<file path="config.mk">
export PLATFORM = sky130hd
export DESIGN_NAME = program_loader_flat
export DESIGN_NICKNAME = d
export VERILOG_FILES = /design/src/rtl/program_loader_pkg.sv /design/src/rtl/program_loader_if.sv /design/src/rtl/program_loader_byte_assembler.sv /design/src/rtl/program_loader.sv /design/src/flat_wrapper.sv
export SDC_FILE = /design/constraint.sdc
export NUM_CORES = 1
export LEC_CHECK = 0
export CELL_PAD_IN_SITES_DETAIL_PLACEMENT = 1
export CELL_PAD_IN_SITES_GLOBAL_PLACEMENT = 1
export CORE_MARGIN = 10
export CORE_UTILIZATION = 40
export CTS_CLUSTER_DIAMETER = 100
export DETAILED_ROUTE_END_ITERATION = 12
export GPL_TIMING_DRIVEN = 0
export PLACE_DENSITY = 0.87
export RECOVER_POWER = 25
export SLEW_MARGIN = 10
export SYNTH_ARGS = -nofsm -noshare
export SYNTH_HDL_FRONTEND = slang
export SYNTH_HIERARCHICAL = 1
export SYNTH_SLANG_ARGS = --single-unit
</file>
<file path="constraint.sdc">
create_clock -name clk -period 2.6 [get_ports clk]
set_input_delay 0.26 -clock clk [delete_from_list [all_inputs] [get_ports clk]]
set_output_delay 0.26 -clock clk [all_outputs]
set_load 0.1 [all_outputs]
</file>
<file path="src/rtl/program_loader_pkg.sv">
// ============================================================================
// Module   : program_loader_pkg
// Purpose  : Shared state encoding and stream-format constants for the
//            boot-time program loader.
// Revision : 1.0
// ============================================================================
`default_nettype none

package program_loader_pkg;

    typedef enum logic [2:0] {
        ST_IDLE   = 3'd0,
        ST_LEN_LO = 3'd1,
        ST_LEN_HI = 3'd2,
        ST_DATA   = 3'd3,
        ST_CHECK  = 3'd4,
        ST_DONE   = 3'd5,
        ST_ERR    = 3'd6
    } state_t;

    localparam int C_HDR_BYTES  = 2;
    localparam int C_CSUM_BYTES = 1;
    localparam int C_WORD_BYTES = 4;

    // Byte address of instruction word 'index' in an image based at 'base'.
    function automatic logic [31:0] word_addr(input logic [31:0] base,
                                              input logic [15:0] index);
        return base + {14'd0, index, 2'b00};
    endfunction

endpackage

`default_nettype wire

</file>
<file path="src/rtl/program_loader_if.sv">
// ============================================================================
// Module   : program_loader_if
// Purpose  : Byte-stream handshake, instruction-memory write port and core
//            status signals of the program loader.
// Revision : 1.0
// ============================================================================
`default_nettype none

interface program_loader_if;
    logic        load_start;
    logic        byte_valid;
    logic [7:0]  byte_data;
    logic        byte_ready;
    logic        imem_we;
    logic [31:0] imem_addr;
    logic [31:0] imem_wd;
    logic        core_reset;
    logic        done;
    logic        error;

    modport master (
        output load_start, byte_valid, byte_data,
        input  byte_ready, imem_we, imem_addr, imem_wd, core_reset, done, error
    );

    modport slave (
        input  load_start, byte_valid, byte_data,
        output byte_ready, imem_we, imem_addr, imem_wd, core_reset, done, error
    );
endinterface

`default_nettype wire

</file>
<file path="src/rtl/program_loader_byte_assembler.sv">
// ============================================================================
// Module   : program_loader_byte_assembler
// Purpose  : Packs accepted bytes little-endian into 32-bit words and pulses
//            o_word_valid for one cycle when a word is complete.
// Revision : 1.0
// ============================================================================
`default_nettype none

module program_loader_byte_assembler (
    input  wire logic        clk,
    input  wire logic        rst,
    input  wire logic        i_clear,
    input  wire logic        i_accept,
    input  wire logic [7:0]  i_byte,
    output logic      [1:0]  o_lane,
    output logic      [31:0] o_word,
    output logic             o_word_valid
);

    logic [1:0]  r_lane;
    logic [23:0] r_partial;
    logic [31:0] r_word;
    logic        r_word_valid;

    always_ff @(posedge clk) begin
        if (rst) begin
            r_lane       <= 2'd0;
            r_partial    <= 24'd0;
            r_word       <= 32'd0;
            r_word_valid <= 1'b0;
        end else begin
            r_word_valid <= 1'b0;
            if (i_clear) begin
                r_lane    <= 2'd0;
                r_partial <= 24'd0;
            end else if (i_accept) begin
                case (r_lane)
                    2'd0: r_partial[7:0]   <= i_byte;
                    2'd1: r_partial[15:8]  <= i_byte;
                    2'd2: r_partial[23:16] <= i_byte;
                    2'd3: begin
                        r_word       <= {i_byte, r_partial};
                        r_word_valid <= 1'b1;
                    end
                    default: r_partial <= r_partial;
                endcase
                r_lane <= r_lane + 2'd1;
            end
        end
    end

    assign o_lane       = r_lane;
    assign o_word       = r_word;
    assign o_word_valid = r_word_valid;

endmodule

`default_nettype wire

</file>
<file path="src/rtl/program_loader.sv">
// ============================================================================
// Module   : program_loader
// Purpose  : Receives a length-prefixed, XOR-checksummed byte image, writes it
//            into instruction memory and releases the core once verified.
// Revision : 1.0
// ============================================================================
`default_nettype none

module program_loader
    import program_loader_pkg::*;
#(
    parameter logic [31:0] BASE_ADDR = 32'h0000_0000,
    parameter int          MAX_WORDS = 64
) (
    input  wire logic       clk,
    input  wire logic       rst,
    program_loader_if.slave bus
);

    localparam logic [15:0] c_max_words = 16'(MAX_WORDS);

    state_t      r_state;
    logic [7:0]  r_xor;
    logic [7:0]  r_len_lo;
    logic [15:0] r_len;
    logic [15:0] r_index;
    logic [31:0] r_addr;
    logic        r_byte_ready;
    logic        r_core_reset;
    logic        r_done;
    logic        r_error;

    logic        w_accept;
    logic        w_start;
    logic        w_asm_accept;
    logic [15:0] w_len;
    logic        w_last_byte;
    logic [1:0]  w_lane;
    logic [31:0] w_word;
    logic        w_word_valid;

    assign w_accept     = bus.byte_valid && r_byte_ready;
    assign w_start      = bus.load_start &&
                          (r_state == ST_IDLE || r_state == ST_DONE || r_state == ST_ERR);
    assign w_asm_accept = w_accept && (r_state == ST_DATA);
    assign w_len        = {bus.byte_data, r_len_lo};
    // Final data byte: lane 3 of the last word of the image.
    assign w_last_byte  = (w_lane == 2'd3) && (r_index == r_len - 16'd1);

    program_loader_byte_assembler u_byte_assembler (
        .clk          (clk),
        .rst          (rst),
        .i_clear      (w_start),
        .i_accept     (w_asm_accept),
        .i_byte       (bus.byte_data),
        .o_lane       (w_lane),
        .o_word       (w_word),
        .o_word_valid (w_word_valid)
    );

    always_ff @(posedge clk) begin
        if (rst) begin
            r_state      <= ST_IDLE;
            r_xor        <= 8'd0;
            r_len_lo     <= 8'd0;
            r_len        <= 16'd0;
            r_index      <= 16'd0;
            r_addr       <= BASE_ADDR;
            r_byte_ready <= 1'b0;
            r_core_reset <= 1'b1;
            r_done       <= 1'b0;
            r_error      <= 1'b0;
        end else begin
            case (r_state)
                ST_IDLE, ST_DONE, ST_ERR: begin
                    if (w_start) begin
                        r_state      <= ST_LEN_LO;
                        r_xor        <= 8'd0;
                        r_index      <= 16'd0;
                        r_byte_ready <= 1'b1;
                        r_core_reset <= 1'b1;
                        r_done       <= 1'b0;
                        r_error      <= 1'b0;
                    end
                end
                ST_LEN_LO: begin
                    if (w_accept) begin
                        r_len_lo <= bus.byte_data;
                        r_xor    <= r_xor ^ bus.byte_data;
                        r_state  <= ST_LEN_HI;
                    end
                end
                ST_LEN_HI: begin
                    if (w_accept) begin
                        r_len <= w_len;
                        r_xor <= r_xor ^ bus.byte_data;
                        if (w_len > c_max_words) begin
                            r_state      <= ST_ERR;
                            r_byte_ready <= 1'b0;
                            r_error      <= 1'b1;
                        end else if (w_len == 16'd0) begin
                            r_state <= ST_CHECK;
                        end else begin
                            r_state <= ST_DATA;
                        end
                    end
                end
                ST_DATA: begin
                    if (w_accept) begin
                        r_xor <= r_xor ^ bus.byte_data;
                        // Address is latched alongside the assembled word so both reach memory together.
                        if (w_lane == 2'd3) begin
                            r_addr  <= word_addr(BASE_ADDR, r_index);
                            r_index <= r_index + 16'd1;
                        end
                        if (w_last_byte) begin
                            r_state <= ST_CHECK;
                        end
                    end
                end
                ST_CHECK: begin
                    if (w_accept) begin
                        r_byte_ready <= 1'b0;
                        if (bus.byte_data == r_xor) begin
                            r_state      <= ST_DONE;
                            r_done       <= 1'b1;
                            r_core_reset <= 1'b0;
                        end else begin
                            r_state <= ST_ERR;
                            r_error <= 1'b1;
                        end
                    end
                end
                default: begin
                    r_state      <= ST_IDLE;
                    r_byte_ready <= 1'b0;
                end
            endcase
        end
    end

    assign bus.byte_ready = r_byte_ready;
    assign bus.imem_we    = w_word_valid;
    assign bus.imem_addr  = r_addr;
    assign bus.imem_wd    = w_word;
    assign bus.core_reset = r_core_reset;
    assign bus.done       = r_done;
    assign bus.error      = r_error;

endmodule

`default_nettype wire

</file>
<file path="src/flat_wrapper.sv">
// flat-port wrapper written by rule: the top's interface ports become plain ports
module program_loader_flat import program_loader_pkg::*;
#(
    parameter logic [31:0] BASE_ADDR = 32'h0000_0000,
    parameter int          MAX_WORDS = 64
)
  (clk, rst, bus_load_start, bus_byte_valid, bus_byte_data, bus_byte_ready, bus_imem_we, bus_imem_addr, bus_imem_wd, bus_core_reset, bus_done, bus_error);
  program_loader_if bus_i ();
  input  wire logic clk;
  input  wire logic rst;
  input wire logic [$bits(bus_i.load_start)-1:0] bus_load_start;
  input wire logic [$bits(bus_i.byte_valid)-1:0] bus_byte_valid;
  input wire logic [$bits(bus_i.byte_data)-1:0] bus_byte_data;
  output wire logic [$bits(bus_i.byte_ready)-1:0] bus_byte_ready;
  output wire logic [$bits(bus_i.imem_we)-1:0] bus_imem_we;
  output wire logic [$bits(bus_i.imem_addr)-1:0] bus_imem_addr;
  output wire logic [$bits(bus_i.imem_wd)-1:0] bus_imem_wd;
  output wire logic [$bits(bus_i.core_reset)-1:0] bus_core_reset;
  output wire logic [$bits(bus_i.done)-1:0] bus_done;
  output wire logic [$bits(bus_i.error)-1:0] bus_error;
  assign bus_i.load_start = bus_load_start;
  assign bus_i.byte_valid = bus_byte_valid;
  assign bus_i.byte_data = bus_byte_data;
  assign bus_byte_ready = bus_i.byte_ready;
  assign bus_imem_we = bus_i.imem_we;
  assign bus_imem_addr = bus_i.imem_addr;
  assign bus_imem_wd = bus_i.imem_wd;
  assign bus_core_reset = bus_i.core_reset;
  assign bus_done = bus_i.done;
  assign bus_error = bus_i.error;
  program_loader #(.BASE_ADDR(BASE_ADDR), .MAX_WORDS(MAX_WORDS)) u_core (.clk(clk), .rst(rst), .bus(bus_i));
endmodule
</file>
==> results.yml <==
timing:
  setup_viol: 0
  skew_ps: 7.79
  worst_hold_slack_ps: 450
  fin_tns_setup_ps: 0
  worst_slew_pin_slew_ps: 1030
  relSlewSlack_pct: 31.0
  drv_slew: 0
  hold_viol_final: 0
  finalCriticalPeriod_ps: 2450
  finalCritPeriodShare_pct: 94.1
  fmaxAchievable_mhz: 409
die:
  io_pins: 81
  die-height_um: 147
  start_util_pct: 40.7
  die_area_um2: 21700
  coreArea_um2: 15900
  die_w_um: 147
  rows: 46
logic_synthesis:
  ys_warn_count: 6
  seq_area_frac_synth_pct: 40.2
  synth.distinct_cells: 64
  ys_seq_elements: 130
  syn_area_um2: 6470
  syn_avg_cell_area_um2: 8.55
  synth_edf_count: 0
  synthFlopType: "dfxtp_1"
  synth_cells: 756
  synthArstFlopShare_pct: 0
global_routing:
  grt_pass1_vias: 6004
  grt-ovfl-total: 0
  grt_max_degree: 17
  grt_pass1_wl_um: 31500
  track_usage_pct: 17.7
  antenna_found_initial: 0
worst_setup_path:
  required_ps: 2890
  end_kind: "register"
  cp-start-kind: "input pin"
  r2r_slack_ps: 160
  crit_fanout: 10
  reg2reg_depth: 11
  worstSetupPathType: "input pin to register"
  critPathLaunch: "bus_byte_data[3]"
  r2r-start: "u_core/r_len[0]"
  rr_endpoint: "u_core/r_state[1]"
  cp.arrival_ps: 2740
pwr:
  leakagePower_uw: 0.00274
  power_density_nw_per_um2: 678
  ir_drop_mv: 0.482
clocking:
  numCtsBuffers: 17
  cts-htree-levels: 4
  cts_hold_buf: 0
  clk_pin_slew_ps: 60
  cts_num_sinks: 130
  tritoncts: "done"
  clock_insertion_delay_worst_skew_ps: 430
  clockBufferDepth: 2
  ctsRootBufferMaster: "clkbuf_16"
layout:
  final_nets: 873
  n_antenna_cell: 0
  layout-drive-gt1-share_pct: 10.9
  syn_to_final_growth_pct: 24.2
  fin_area_um2: 8030
  final_cell_count_no_fill: 1084
detailed_routing:
  vias: 5753
  ant_nets: 0
  wl_per_cell_um: 17.9
  drt_wl_total_um: 19400
  dr.pass1.iters: 5
  remaining_drc_errors: 0
  viasPerCell: 5.31
  drt_iter0_drc: 355
placement:
  routabilityCongestion: 0.831
  dp.cells: 1051
  hpwl_um: 13200
  place_area_um2: 7430
  port_buffers: 64
hold_path:
  min_path_type: "register to register"
  whs_path_depth: 2
  holdPathEnd: "u_core/bus.imem_addr[3]"
  hp-start: "u_core/bus.imem_addr[3]"
outcome:
  status: "finished clean"
run:
  drv_cap: 0
layout make-up:
type                       instances  area, um2
tap                              216        270
sequential                       130       2600
buffer                            66        365
clock buffer                      18        439
inverter                          13       48.8
timing repair buffer              65        648
clock inverter                    14        155
multi-input combinational        562       3500
fill                            1960       7850
critical path, cell delays in order:
cell and delay (ps):
clkdlybuf4s50_1 740, or4_1 670, nor4_2 350, nand2_1 110, a31oi_1 200, o311ai_1 150, a31oi_1 200, nor2_1 50
kinds of logic (layout without fill, tap and decap cells):
kind of cell,after synthesis,after routing,synth area share [%]
adders and majority gates,6,6,1.16
buffers and inverters,79,176,6.52
xor gates and xnor gates,38,38,5.26
AOI/OAI and AO/OA,151,151,15.4
other,1,16,0.0580
and+or+nand+nor,310,310,25.0
muxes,41,41,6.35
DFF,130,130,40.2
stage by stage:
stage | setup WS (ps) | total power [uW] | util, %
5_1_grt | -24.4 | 5650 | 50.6
4_1_cts | 18.1 | 5470 | 50.6
6_report | 154 | 5440 | 50.6
3_3_place_gp | -217 | 3030 | 46.8
2_1_floorplan | 48.6 | 2810 | -
3_5_place_dp | -182 | 3050 | 46.8
layout by cell type, fill, tap and decap left out, types with 4 or more instances in the layout:
cell / Yosys / layout
dfxtp_1: 130 / 130
nand2_1: 87 / 87
a21oi_1: 77 / 77
nand2b_1: 69 / 69
clkdlybuf4s50_1: 0 / 61
nor2_1: 49 / 49
mux2i_1: 41 / 41
clkbuf_1: 34 / 36
nand3_1: 35 / 35
xnor2_1: 25 / 25
o21ai_0: 21 / 21
buf_4: 17 / 18
clkbuf_16: 0 / 17
conb_1: 1 / 16
a21bo_2: 15 / 15
nand3b_1: 12 / 12
inv_1: 12 / 12
xor2_1: 12 / 12
a21bo_1: 9 / 9
buf_2: 7 / 7
or3_1: 7 / 7
and3_1: 7 / 7
nand4_1: 6 / 6
buf_6: 7 / 6
ha_1: 6 / 6
clkinvlp_4: 0 / 5
nor2b_1: 5 / 5
or4_1: 4 / 4
nor4_1: 5 / 4
Yosys cell counts (all sizes together) (3+ instances only):
library cell,number,area [um2]
a21bo,24,240
a21oi,77,385
a31oi,3,18.8
and2,3,18.8
and3,7,43.8
buf,32,245
clkbuf,34,128
dfxtp,130,2600
ha,6,75.1
inv,12,45.0
mux2i,41,410
nand2,87,327
nand2b,69,432
nand3,35,175
nand3b,12,90.1
nand4,7,50.1
nor2,49,184
nor2b,5,31.3
nor3,6,45.0
nor4,7,56.3
o2111ai,4,41.3
o21ai,21,105
or2,5,31.3
or3,7,43.8
or4,4,30.0
xnor2,25,219
xor2,13,121
worst max path at each step:
stage / to / slack (ps) / cells past startpoint
after floorplan: u_core/r_state[2] / 50 / 7
after global placement: u_core/bus.error / -220 / 8
after detailed placement: u_core/bus.error / -180 / 8
after CTS: u_core/r_state[1] / 20 / 10
after global routing: u_core/r_state[1] / -20 / 11
final: u_core/bus.error / 150 / 8
power breakdown:
group | switching (uW) | internal [uW] | total, uW
Combinational | 669 | 281 | 950
Clock | 963 | 1440 | 2410
Sequential | 49.7 | 2040 | 2090
registers in the layout, summed over array words and instances, names as in the netlist:
register,cells
u_core/u_byte_assembler/o_word_valid,1
u_core/u_byte_assembler/r_partial,24
u_core/bus.error,1
u_core/r_len_lo,8
u_core/bus.imem_addr,16
u_core/bus.byte_ready,1
u_core/u_byte_assembler/o_lane,2
u_core/r_len,16
u_core/r_index,16
u_core/bus.done,1
u_core/u_byte_assembler/o_word,32
u_core/bus.core_reset,1
u_core/r_state,3
u_core/r_xor,8
metal layers:
layer	routed length, um	GRT usage [%]	part of all wire, %
met3	793	3.38	4.1
met4	353	6.84	1.8
met5	0	0	0
met2	9890	31.6	51
met1	8320	20.4	43
what timing repair did:
item,4_1_cts,5_1_grt
setup buffers,0,1
gates resized for setup,1,0
pin swaps,0,1
cloned,0,0
setup endpoints to repair,2,3
(Power assumes the default switching activity.)
